==> src/rtl/reg_readout_unit.sv <==
// reg_readout_unit: sweeps the register file from startIdx up to the last register,
// presenting one captured word per valid/ready handshake.
module reg_readout_unit #(
   parameter int NUM_REGS = 32,
   parameter int DATA_W = 32,
   parameter int IDX_W = 5
) (
   input  logic              clk,
   input  logic              rst,
   input  logic              start,
   input  logic [IDX_W-1:0]  startIdx,
   input  logic              abort,
   output logic [IDX_W-1:0]  rdIndex,
   input  logic [DATA_W-1:0] rdData,
   output logic [DATA_W-1:0] outData,
   output logic [IDX_W-1:0]  outIdx,
   output logic              outValid,
   input  logic              outReady,
   output logic              busy,
   output logic              done
);
   typedef enum logic [1:0] {IDLE, FETCH, PRESENT, FINISH} state_t;
   state_t state, state_d;
   logic [IDX_W-1:0] idx, idx_d, oidx_d;
   logic [DATA_W-1:0] data_d;
   logic last, accept, in_range;
   assign last = idx == IDX_W'(NUM_REGS - 1);
   assign accept = outValid && outReady;
   assign in_range = int'(startIdx) < NUM_REGS;
   assign rdIndex = idx;
   always_comb begin
      state_d = state;
      idx_d = idx;
      data_d = outData;
      oidx_d = outIdx;
      case (state)
         IDLE: if (start) begin
            state_d = in_range ? FETCH : FINISH;
            idx_d = in_range ? startIdx : idx;
         end
         FETCH: if (abort) state_d = IDLE;
         else begin
            state_d = PRESENT;
            data_d = rdData;
            oidx_d = idx;
         end
         // abort outranks a simultaneous accept; the held word is simply dropped
         PRESENT: if (abort) state_d = IDLE;
         else if (accept) begin
            state_d = last ? FINISH : FETCH;
            idx_d = last ? idx : idx + 1'b1;
         end
         default: state_d = IDLE;
      endcase
   end
   always_ff @(posedge clk or negedge rst)
      if (!rst) begin
         state <= IDLE;
         idx <= '0;
         outData <= '0;
         outIdx <= '0;
         outValid <= 1'b0;
         busy <= 1'b0;
         done <= 1'b0;
      end else begin
         state <= state_d;
         idx <= idx_d;
         outData <= data_d;
         outIdx <= oidx_d;
         outValid <= state_d == PRESENT;
         busy <= state_d == FETCH || state_d == PRESENT;
         done <= state_d == FINISH;
      end
endmodule
==> config.mk <==
export PLATFORM = sky130hd
export DESIGN_NAME = reg_readout_unit
export DESIGN_NICKNAME = d
export VERILOG_FILES = /design/src/rtl/reg_readout_unit.sv
export SDC_FILE = /design/constraint.sdc
export NUM_CORES = 1
export LEC_CHECK = 0
export ABC_AREA = 1
export CAP_MARGIN = 0
export CORE_ASPECT_RATIO = 1.1
export CORE_MARGIN = 1.5
export CORE_UTILIZATION = 42
export CTS_CLUSTER_SIZE = 20
export DETAILED_ROUTE_END_ITERATION = 7
export HOLD_SLACK_MARGIN = 0.1
export MAX_ROUTING_LAYER = met4
export PLACE_DENSITY = 0.87
export SYNTH_ARGS = -nofsm -noshare
export SYNTH_HDL_FRONTEND = slang
export SYNTH_SLANG_ARGS = --single-unit
==> constraint.sdc <==
create_clock -name clk -period 2 [get_ports clk]
set_input_delay 0.3 -clock clk [delete_from_list [all_inputs] [get_ports clk]]
set_output_delay 0.3 -clock clk [all_outputs]
set_load 0.005 [all_outputs]
==> out/results.txt, run 1 <==
The standby leakage power came out at 1.491 nW. The number of H-tree levels is 2, and the clock buffer count from CTS is 5. In this run, synthesis produced a sequential element count of 47. The first routing iteration left 113 violations. The count of buffers added on input and output ports is 86.

Via count of the first global-routing pass: 1596. In the layout the commonest cells are 87 x nand2_1, 85 x clkdlybuf4s50_1, 47 x dfrtp_1. The tree is rooted in a clkbuf_8. The initial utilization of the core area, before any placement, comes to 43.50%.

The most frequent standard cell in the layout excluding fill and tap cells is nand2_1. The clock latency of the later-clocked register in the worst-skew pair is 290 ps. On the final layout, the worst clock skew is 3.791 ps.

Placement row count: 26. The clock transition at the registers of the reported paths works out to 80 ps. The startpoint identified for the worst hold timing path is outData[8]. Dividing the detail-routed wire length by the instance count gives 12.93 microns.

For the finished layout, the period the worst path requires is 1797 ps. Routed length on met3: 215 microns. Across every metal layer, demand over resource in global routing totals 18.90%. Final hold analysis gives a worst-case slack of 472.5 ps. For the number of antenna violations at the first check in global routing, the log shows 0.

In this run the mean area of a mapped cell was 9.134 sq um. The layout cell share with drive strength beyond 1 works out to 7.742%. After detailed routing, the wire length on met1 is 1986 microns.

STA classifies the critical path startpoint as a flip-flop. The required time at the endpoint of the critical path is 2190 ps. The worst setup path is captured at a flip-flop. In this run the worst path has a maximum fanout of 6. The antenna violation net count after detailed routing is 0. In this run the worst setup path begins at rdIndex[0]. I/O pin count: 87. For the total grt overflow, the log shows 0. Entering global routing, the biggest net connects 33 pins.

Based on the critical path, the design can be clocked at up to 556.5 MHz. The number of max-cap violations came out at 0. The run finished with clean final reports. The global-route wire length before repair is 7127 microns. Setup repair after global routing left no endpoint under its margin.

For the arrival time reported for the critical path endpoint, the log shows 1990 ps. Summed over all failing endpoints, the final setup total negative slack is 0 ps. The classification of the worst setup path is flip-flop to flip-flop. Using the TritonRoute via totals, the vias-per-cell ratio works out to 4.921. The tools report the sequential-to-total area share from yosys stat as 58.53%.

The slew of the pin with the lowest slew margin was 592.4 ps. TritonCTS built the clock tree. The placeable core region is 4619 sq um, and the final HPWL from detailed placement is 3502 microns. The worst path uses 89.85% of the clock period. The number of distinct library cell variants in the gate-level netlist after synthesis was 21. The tools report the number of hold violations in the final report as 0. For the final-report max-slew violation count, the log shows 0. The last weighted congestion value of the routability-driven placer is 0.8582. Post-CTS repair changed the size of 0 cells. The die is 75.55 microns tall. The routed design has 4733 microns of wire. For this run, the number of Yosys warnings is 0. The area added between synthesis and finish is 51.74%, and the maximum root-to-sink buffer count is 2. The highest metal layer carrying signal wires in the routed design is met4. The maximum VDD drop is 0.5089 mV, and the final layout net count is 355. The number of nets in the synthesized netlist is 266. The tools report the die area as 5209 sq um. The first-pass detailed-route iteration total was 4; the post-route DRC violation count was 0.

The post-synthesis instance area is 2009 sq um. The power density relative to cell area was 1173 nW/um^2. 0 antenna diodes ended up in the layout. The path class of the tightest hold or removal check is flip-flop to flip-flop. The final-layout fill cell count is 399. Setup violations remaining at the end of the flow were counted as 0.

Number of standard cells after synthesis: 220. The number of setup buffers added after CTS was 0; the die span in x was 68.95 microns. The worst register-to-register path begins at rdIndex[0]. Before CTS, the worst setup slack after placement is 162.2 ps. Total power: 3.577 mW.

The clock sink total is 47. Summed over all nets, wire length on met2 after detailed routing comes to 2485 microns. In this run the tightest slew margin relative to its limit is 60.51%. For the final critical-path setup slack, the log shows 203.0 ps. The final route contains 1801 vias.
-- cells in the mapped netlist --
| library cell | instances | share of area [%] |
|---|---|---|
| buf_2 | 6 | 1.5 |
| buf_4 | 3 | 1.1 |
| buf_6 | 1 | 0.56 |
| dfrtp_1 | 47 | 59 |
| ha_1 | 4 | 2.5 |
| inv_1 | 10 | 1.9 |
| inv_2 | 1 | 0.19 |
| inv_4 | 1 | 0.31 |
| nand2_1 | 87 | 16 |
| nand2_2 | 1 | 0.31 |
| nand2_4 | 3 | 1.7 |
| nand3_1 | 37 | 9.2 |
| nand3_2 | 1 | 0.50 |
| nand4_1 | 1 | 0.31 |
| nor2_1 | 2 | 0.37 |
| nor2_2 | 1 | 0.31 |
| nor2_8 | 1 | 1.0 |
| o21ai_0 | 6 | 1.5 |
| o21ai_1 | 5 | 1.2 |
| o21ai_2 | 1 | 0.44 |
| or2_0 | 1 | 0.31 |
-- worst paths after layout --
check	endpoint	slack, ps	depth (start not counted)
max	busy	200	8
min	outData[8]	470	2
max reg2reg	busy	200	8
min reg2reg	outData[8]	470	2
max in group asynchronous	outData[12]	930	3
min in group asynchronous	outData[18]	550	2
-- state kept, by name (all words and copies together) (netlist names) --
register / count
outValid: 1
outData: 32
done: 1
state: 2
outIdx: 5
rdIndex: 5
busy: 1
-- critical path, cell delays in order, from the launching register on --
cell	delay [ps]
dfrtp_1	440
ha_1	230
nand2_1	90
nor2_1	50
ha_1	170
nor2_1	170
o21ai_0	200
ha_1	320
inv_1	30
-- stage by stage --
step,instances,util [%],area (sq um)
3_5_place_dp,357,63.24,2922
3_3_place_gp,357,63.24,2922
5_1_grt,366,66.01,3049
4_1_cts,366,66.01,3049
6_report,366,66.01,3049
2_1_floorplan,220,-,2009
-- cell families after synthesis --
| family | after synthesis | synth area share (%) |
|---|---|---|
| AOI/OAI and AO/OA | 12 | 3.176 |
| adders and majority gates | 4 | 2.491 |
| buffers and inverters | 22 | 5.542 |
| DFF | 47 | 58.53 |
| and+or+nand+nor | 135 | 30.26 |
-- routing by layer --
layer  track usage (%)  vias up
li1                  -      877
met1             22.81      860
met2             32.59       58
met4             4.793        0
met3             3.545        6
met5                 -        -
-- power breakdown --
| part | total, mW | internal [mW] | switching, mW |
|---|---|---|---|
| sequential | 1.51 | 1.30 | 0.214 |
| clock | 0.704 | 0.404 | 0.300 |
| combinational | 1.36 | 0.826 | 0.535 |
-- repair_timing --
item | CTS | global route
endpoints found under the hold margin | 24 | 0
hold buffers | 1 | 0
endpoints found under the setup margin | 0 | 0
-- final cells by class --
type                            instances  area (sq um)  share of cell area, %
Sequential cell                        47          1176                  38.57
Timing Repair Buffer                   92         915.9                  30.04
Multi-Input combinational cell        151         721.9                  23.68
Clock buffer                            6         82.58                  2.708
Tap cell                               56         70.07                  2.298
Inverter                               12         47.55                  1.559
Clock inverter                          2         35.03                  1.149
Note: power is estimated with default switching activity, not from simulation.
==> run 2: changes to the inputs <==
Settings changed: CORE_MARGIN 1.5 to 2, SKIP_LAST_GASP set to 1.
==> run 2 against run 1 <==
Non-clock buffer count unchanged. Final area decreased by 1.2%. Final cell count unchanged. Fmax decreased by 2.9%. Register-to-register slack lost 50 ps. Critical path depth unchanged. Clock-buffer cell count up 1. Global-route usage rose by 0.35 points. Clock skew is 1.4 ps lower. Utilization decreased by 0.79 points. Routed wire length grew 1.1%. Largest cell class unchanged.
==> out/results.txt, run 2 (same netlist as run 1, synthesis figures left out) <==
The flow ran to the end, and the final reports show no timing, DRC or antenna violations. For the initial core utilization, the log shows 43.50% (unchanged). The final layout net count came out at 355 (unchanged). The starting DRC count in detailed routing was 127 (was 113); the slew of the pin with the lowest slew margin was 575.1 ps (was 592.4 ps).

The logs give 5 (unchanged) for the clock buffer count from CTS and 1795 (was 1596) for the via count of the first global-routing pass. Launching element type of the critical path: a flip-flop (unchanged). The logs give 290 ps (about the same) for the clock latency of the later-clocked register in the worst-skew pair and 33 (unchanged) for the maximum number of pins on one net before global-route repair. The clock root buffer master was clkbuf_8 (unchanged).

The classification of the worst setup path is flip-flop to flip-flop (unchanged). The placeable core region came out at 4619 sq um (unchanged). The worst setup skew after layout is 2.381 ps (was 3.791 ps), and the number of H-tree levels is 2 (unchanged). The number of flip-flops in the largest register is 32 (unchanged). The normalized max-slew margin is 61.66% (was 60.51%). The post-route DRC violation count came out at 0 (unchanged). First-pass detailed-route iteration total: 6 (was 4).

The number of buffers added on ports is 86 (unchanged). The post-cts sizing count is 0 (unchanged). The area added between synthesis and finish came out at 49.94% (was 51.74%). The I/O pin count came out at 87 (unchanged). The nature of the critical path endpoint is a flip-flop (unchanged).

The class of the tightest hold or removal check is flip-flop to flip-flop (unchanged). The last weighted congestion value of the routability-driven placer was 0.8510 (was 0.8582); the total via count after detailed routing was 1801 (unchanged). For the number of setup buffers added after CTS, the log shows 0 (unchanged). The number of diodes added for antenna fixing was 0 (unchanged); the maximum VDD drop was 0.5175 mV (was 0.5089 mV). TritonCTS built the clock tree.

Setup repair after global routing left no endpoint under its margin. The number of antenna violations at the first check in global routing came out at 0 (unchanged). The maximum fanout along the worst path is 6 (unchanged), and the overall track demand over capacity in global routing is 19.25% (was 18.90%). The clock transition at the registers of the reported paths was 80 ps (about the same); the power density relative to cell area was 1128 nW/um^2 (was 1173 nW/um^2). The vertical extent of the die was 76.55 microns (was 75.55 microns). The count of hold-fix buffers inserted at cts was 1 (unchanged).

The share of the cycle needed by the critical path after routing was 92.50% (was 89.85%); the required time at the endpoint of the critical path was 2190 ps (about the same). The tools report the total of endpoints with negative setup slack in the final report as 0 (unchanged). The final-report max-slew violation count is 0 (unchanged). The logs give 4783 microns (was 4733 microns) for the total wire length after detailed routing and 8107 microns (was 7127 microns) for the global-route wire length before repair. Total negative setup slack: 0 ps (unchanged).

The placement row count came out at 26 (unchanged). Arrival time reported for the critical path endpoint: 2040 ps (was 1990 ps). The average routed wire per standard cell works out to 13.07 microns (was 12.93 microns). Register with the highest flop count: outData (unchanged). For the total grt overflow, the log shows 0 (unchanged). The shortest period the worst path allows was 1850 ps (was 1797 ps); the highest clock frequency the design can meet was 540.6 MHz (was 556.5 MHz). The standby leakage power is 1.472 nW (was 1.491 nW), and the die area is 5354 sq um (was 5209 sq um).

The run gives 0 (unchanged) as the antenna violation net count after detailed routing. For the clock sink total, the log shows 47 (unchanged). Commonest cells after routing, fill and taps aside: 87 x nand2_1, 85 x clkdlybuf4s50_1, 47 x dfrtp_1 (unchanged). Maximum root-to-sink buffer count: 2 (unchanged). The most frequent standard cell in the layout excluding fill and tap cells is nand2_1 (unchanged). The via count normalized by instance count was 4.921 (unchanged); the number of hold violations in the final report was 0 (unchanged). The total power was 3.398 mW (was 3.577 mW); the die span in x was 69.95 microns (was 68.95 microns). The tools report the number of max-cap violations as 0 (unchanged). The final HPWL from detailed placement came out at 3530 microns (was 3502 microns). The layout cell share with drive strength beyond 1 came out at 7.097% (was 7.742%).
-- run 2: changes by cell type in the layout (fill, tap and decap cells not counted), sizes merged --
cell    delta
bufinv     -1
clkbuf     +1
-- run 2: per-layer routing --
metal  up-vias  share of wire (%)  GRT usage [%]
li1        876                  -              -
met2        63                 50          33.43
met1       851                 41          21.91
met4         0                1.8          5.577
met5         -                  0              -
met3        11                6.5          4.894
-- run 2: final timing paths --
check	cells past startpoint	from	slack, ps	to
hold / removal	2	outData[25]	470	outData[25]
setup / recovery	8	rdIndex[0]	150	busy
setup reg to reg	8	rdIndex[0]	150	busy
hold reg to reg	2	outData[25]	470	outData[25]
max in group asynchronous	3	rst	930	outData[23]
min in group asynchronous	2	rst	540	outData[13]
-- run 2: cell type report --
cell class	instances	area [sq um]
fillers	406	1607
flip-flops and latches	47	1176
clock inverters	1	5.005
inverters	12	47.55
multi-input cells	151	721.9
repair buffers	92	915.9
well taps	56	70.07
clock buffers	7	76.32
-- run 2: worst max-delay path: stages, from the launching register on --
cell and delay (ps):
dfrtp_1 450, ha_1 250, nand2_1 90, nor2_1 50, ha_1 180, nor2_1 180, o21ai_0 190, ha_1 320
inv_1 30
-- run 2: report_power, final --
group | internal, mW | switching, mW
Clock | 0.245 | 0.281
Sequential | 1.30 | 0.216
Combinational | 0.827 | 0.531
Total | 2.37 | 1.03
-- run 2: stage by stage --
stage | cells | hold WS (ps) | cell area (sq um) | worst slack [ps] | util [%]
2_1_floorplan | 220 | 4.409 | 2009 | 366.4 | -
3_3_place_gp | 357 | 325.6 | 2922 | 264.1 | 63.24
3_5_place_dp | 357 | 330.7 | 2922 | 170.5 | 63.24
4_1_cts | 366 | 477.0 | 3013 | 156.9 | 65.22
5_1_grt | 366 | 506.9 | 3013 | 78.29 | 65.22
6_report | 366 | 472.4 | 3013 | 150.1 | 65.22
==> run 3: changes to the inputs <==
Clock period 2 ns to 2.1 ns, I/O delays scaled along.
==> run 3 against run 2 <==
Combinational power fell by 5%. Critical path type unchanged. Via count fell by 1.7%. Clock skew rose by 7.0 ps. First-iteration DRC count fell by 27%. Sequential share of layout area fell by 0.37 points.
==> out/results.txt, run 3 (same netlist as run 1, synthesis figures left out) <==
The run finished with clean final reports. The power density relative to cell area was 1117 nW/um^2 (was 1128 nW/um^2); the global-route wire length before repair was 8066 microns (was 8107 microns). The clock root buffer master was clkbuf_8 (unchanged). The logs give 2 (unchanged) for the maximum root-to-sink buffer count and 390 (was 406) for the final-layout fill cell count.

Most frequent standard cell in the layout excluding fill and tap cells: nand2_1 (unchanged). The final layout net count was 354 (was 355). The tools report the arrival time reported for the critical path endpoint as 1980 ps (was 2040 ps). For the number of setup buffers added after CTS, the log shows 0 (unchanged). The shortest period the worst path allows works out to 1791 ps (was 1850 ps).

The via count normalized by instance count is 4.852 (was 4.921). The required time at the endpoint of the critical path was 2290 ps (was 2190 ps); the I/O pin count was 87 (unchanged). Worst setup skew after layout: 9.350 ps (was 2.381 ps).

The clock sink total was 47 (unchanged). The number of flip-flops in the largest register came out at 32 (unchanged). The clock latency of the later-clocked register in the worst-skew pair is 290 ps (about the same), and the worst hold path cell count is 2 (unchanged). Commonest cells after routing, fill and taps aside: 87 x nand2_1, 85 x clkdlybuf4s50_1, 47 x dfrtp_1 (unchanged). The run gives 1797 (was 1795) as the via count of the first global-routing pass. The number of max-cap violations is 0 (unchanged), and the total via count after detailed routing is 1771 (was 1801). The average routed wire per standard cell is 12.58 microns (was 13.07 microns), and the total power is 3.398 mW (about the same). The logs give 0 (unchanged) for the number of antenna violations at the first check in global routing and 2 (unchanged) for the number of H-tree levels. The slew of the pin with the lowest slew margin was 555.8 ps (was 575.1 ps); the final-report max-slew violation count was 0 (unchanged). Total negative setup slack: 0 ps (unchanged).

The tools report the final critical-path setup slack as 309.0 ps (was 150.1 ps). Setup repair after global routing left no endpoint under its margin. Standby leakage power: 1.486 nW (was 1.472 nW).

Hold path startpoint: outData[2] (was outData[25]). The class of the tightest hold or removal check is flip-flop to flip-flop (unchanged). The area added between synthesis and finish works out to 51.37% (was 49.94%). The tools report the hold-critical path endpoint as outData[2] (was outData[25]). The initial core utilization is 43.50% (unchanged), and the total of endpoints with negative setup slack in the final report is 0 (unchanged). For the maximum VDD drop, the log shows 0.5934 mV (was 0.5175 mV). The run gives 0 (unchanged) as the number of hold violations in the final report. The placeable core region is 4619 sq um (unchanged). The classification of the worst setup path was flip-flop to flip-flop (unchanged).

Clock transition at the registers of the reported paths: 90 ps (was 80 ps). The layout cell share with drive strength beyond 1 works out to 7.443% (was 7.097%). The vertical extent of the die is 76.55 microns (unchanged). The final HPWL from detailed placement is 3396 microns (was 3530 microns). The nature of the critical path endpoint is a flip-flop (unchanged). Total wire length after detailed routing: 4590 microns (was 4783 microns). The die span in x works out to 69.95 microns (unchanged). The placement row count is 26 (unchanged), and the die area is 5354 sq um (unchanged).

The run gives 310 ps (was 150 ps) as the reg2reg setup slack. The worst-case setup slack after placement was 214.9 ps (was 170.5 ps). The number of buffers added on ports is 86 (unchanged).

The maximum number of pins on one net before global-route repair is 33 (unchanged). The post-layout utilization of the core is 65.85% (was 65.22%). TritonCTS built the clock tree. For the post-route DRC violation count, the log shows 0 (unchanged). Launch instance of the worst register-to-register path: rdIndex[0] (unchanged). The last weighted congestion value of the routability-driven placer is 0.8456 (was 0.8510), and the overall track demand over capacity in global routing is 18.92% (was 19.25%). The maximum fanout along the worst path is 6 (unchanged), and the highest clock frequency the design can meet is 558.4 MHz (was 540.6 MHz).

The starting DRC count in detailed routing came out at 93 (was 127). The normalized max-slew margin was 62.95% (was 61.66%). The run gives 0 (unchanged) as the antenna violation net count after detailed routing.

Share of the cycle needed by the critical path after routing: 85.28% (was 92.50%). The tools report the launching element type of the critical path as a flip-flop (unchanged). The tools report the end of the worst register-to-register path as busy (unchanged). The tools report the first-pass detailed-route iteration total as 4 (was 6).

The run gives 0 (unchanged) as the total grt overflow. The depth of the most critical reg-to-reg path is 8 (unchanged). Register with the highest flop count: outData (unchanged).

The run gives 5 (unchanged) as the clock buffer count from CTS. The tools report the number of diodes added for antenna fixing as 0 (unchanged).
==> run 3: cell count changes in the layout (fill, tap and decap cells not counted) <==
cell	change
bufinv_16	+1
buf_4	-1
clkbuf_8	+1
clkbuf_1	-2
==> run 3: how the worst max path moves through the flow <==
stage                from  endpoint  cells after the start
3_5_place_dp        abort      busy                      6
4_1_cts        rdIndex[0]      busy                      8
2_1_floorplan  rdIndex[0]      busy                      8
3_3_place_gp        abort      busy                      6
6_report       rdIndex[0]      busy                      8
5_1_grt        rdIndex[0]      busy                      8
==> run 3: power breakdown <==
group	total [mW]	internal, mW	switching, mW	leakage, nW
clock	0.675	0.385	0.290	0.0612
combinational	1.29	0.785	0.501	0.835
sequential	1.44	1.24	0.200	0.590
==> run 3: layout make-up <==
class / instances / area [sq um] / area share (%)
Clock buffer: 6 / 82.58 / 2.715
Clock inverter: 2 / 35.03 / 1.152
Inverter: 12 / 47.55 / 1.563
Multi-Input combinational cell: 151 / 721.9 / 23.74
Sequential cell: 47 / 1176 / 38.67
Tap cell: 56 / 70.07 / 2.304
Timing Repair Buffer: 91 / 908.4 / 29.86
==> run 3: what timing repair did <==
| action | CTS | global route |
|---|---|---|
| hold endpoints to repair | 22 | 0 |
| hold buffers | 1 | 0 |
| gates resized for setup | 0 | 0 |
==> run 3: layer usage <==
metal | GRT usage (%) | part of all wire [%] | vias to the layer above
met2 | 31.71 | 49 | 58
met3 | 4.365 | 6.3 | 9
met5 | - | 0 | -
met4 | 5.192 | 1.6 | 0
li1 | - | - | 876
met1 | 23.02 | 43 | 828
==> run 3: critical path, stage by stage (launching register included) <==
cell and delay, ps:
dfrtp_1 440, ha_1 230, nand2_1 90, nor2_1 50
ha_1 180, nor2_1 160, o21ai_0 190, ha_1 320
inv_1 30
==> run 3: per-stage QoR <==
step           cell area, sq um  hold WS (ps)  cells
2_1_floorplan              2009         19.41    220
3_3_place_gp               2914         315.4    356
3_5_place_dp               2914         333.5    356
4_1_cts                    3042         479.0    365
5_1_grt                    3042         506.4    365
6_report                   3042         475.5    365
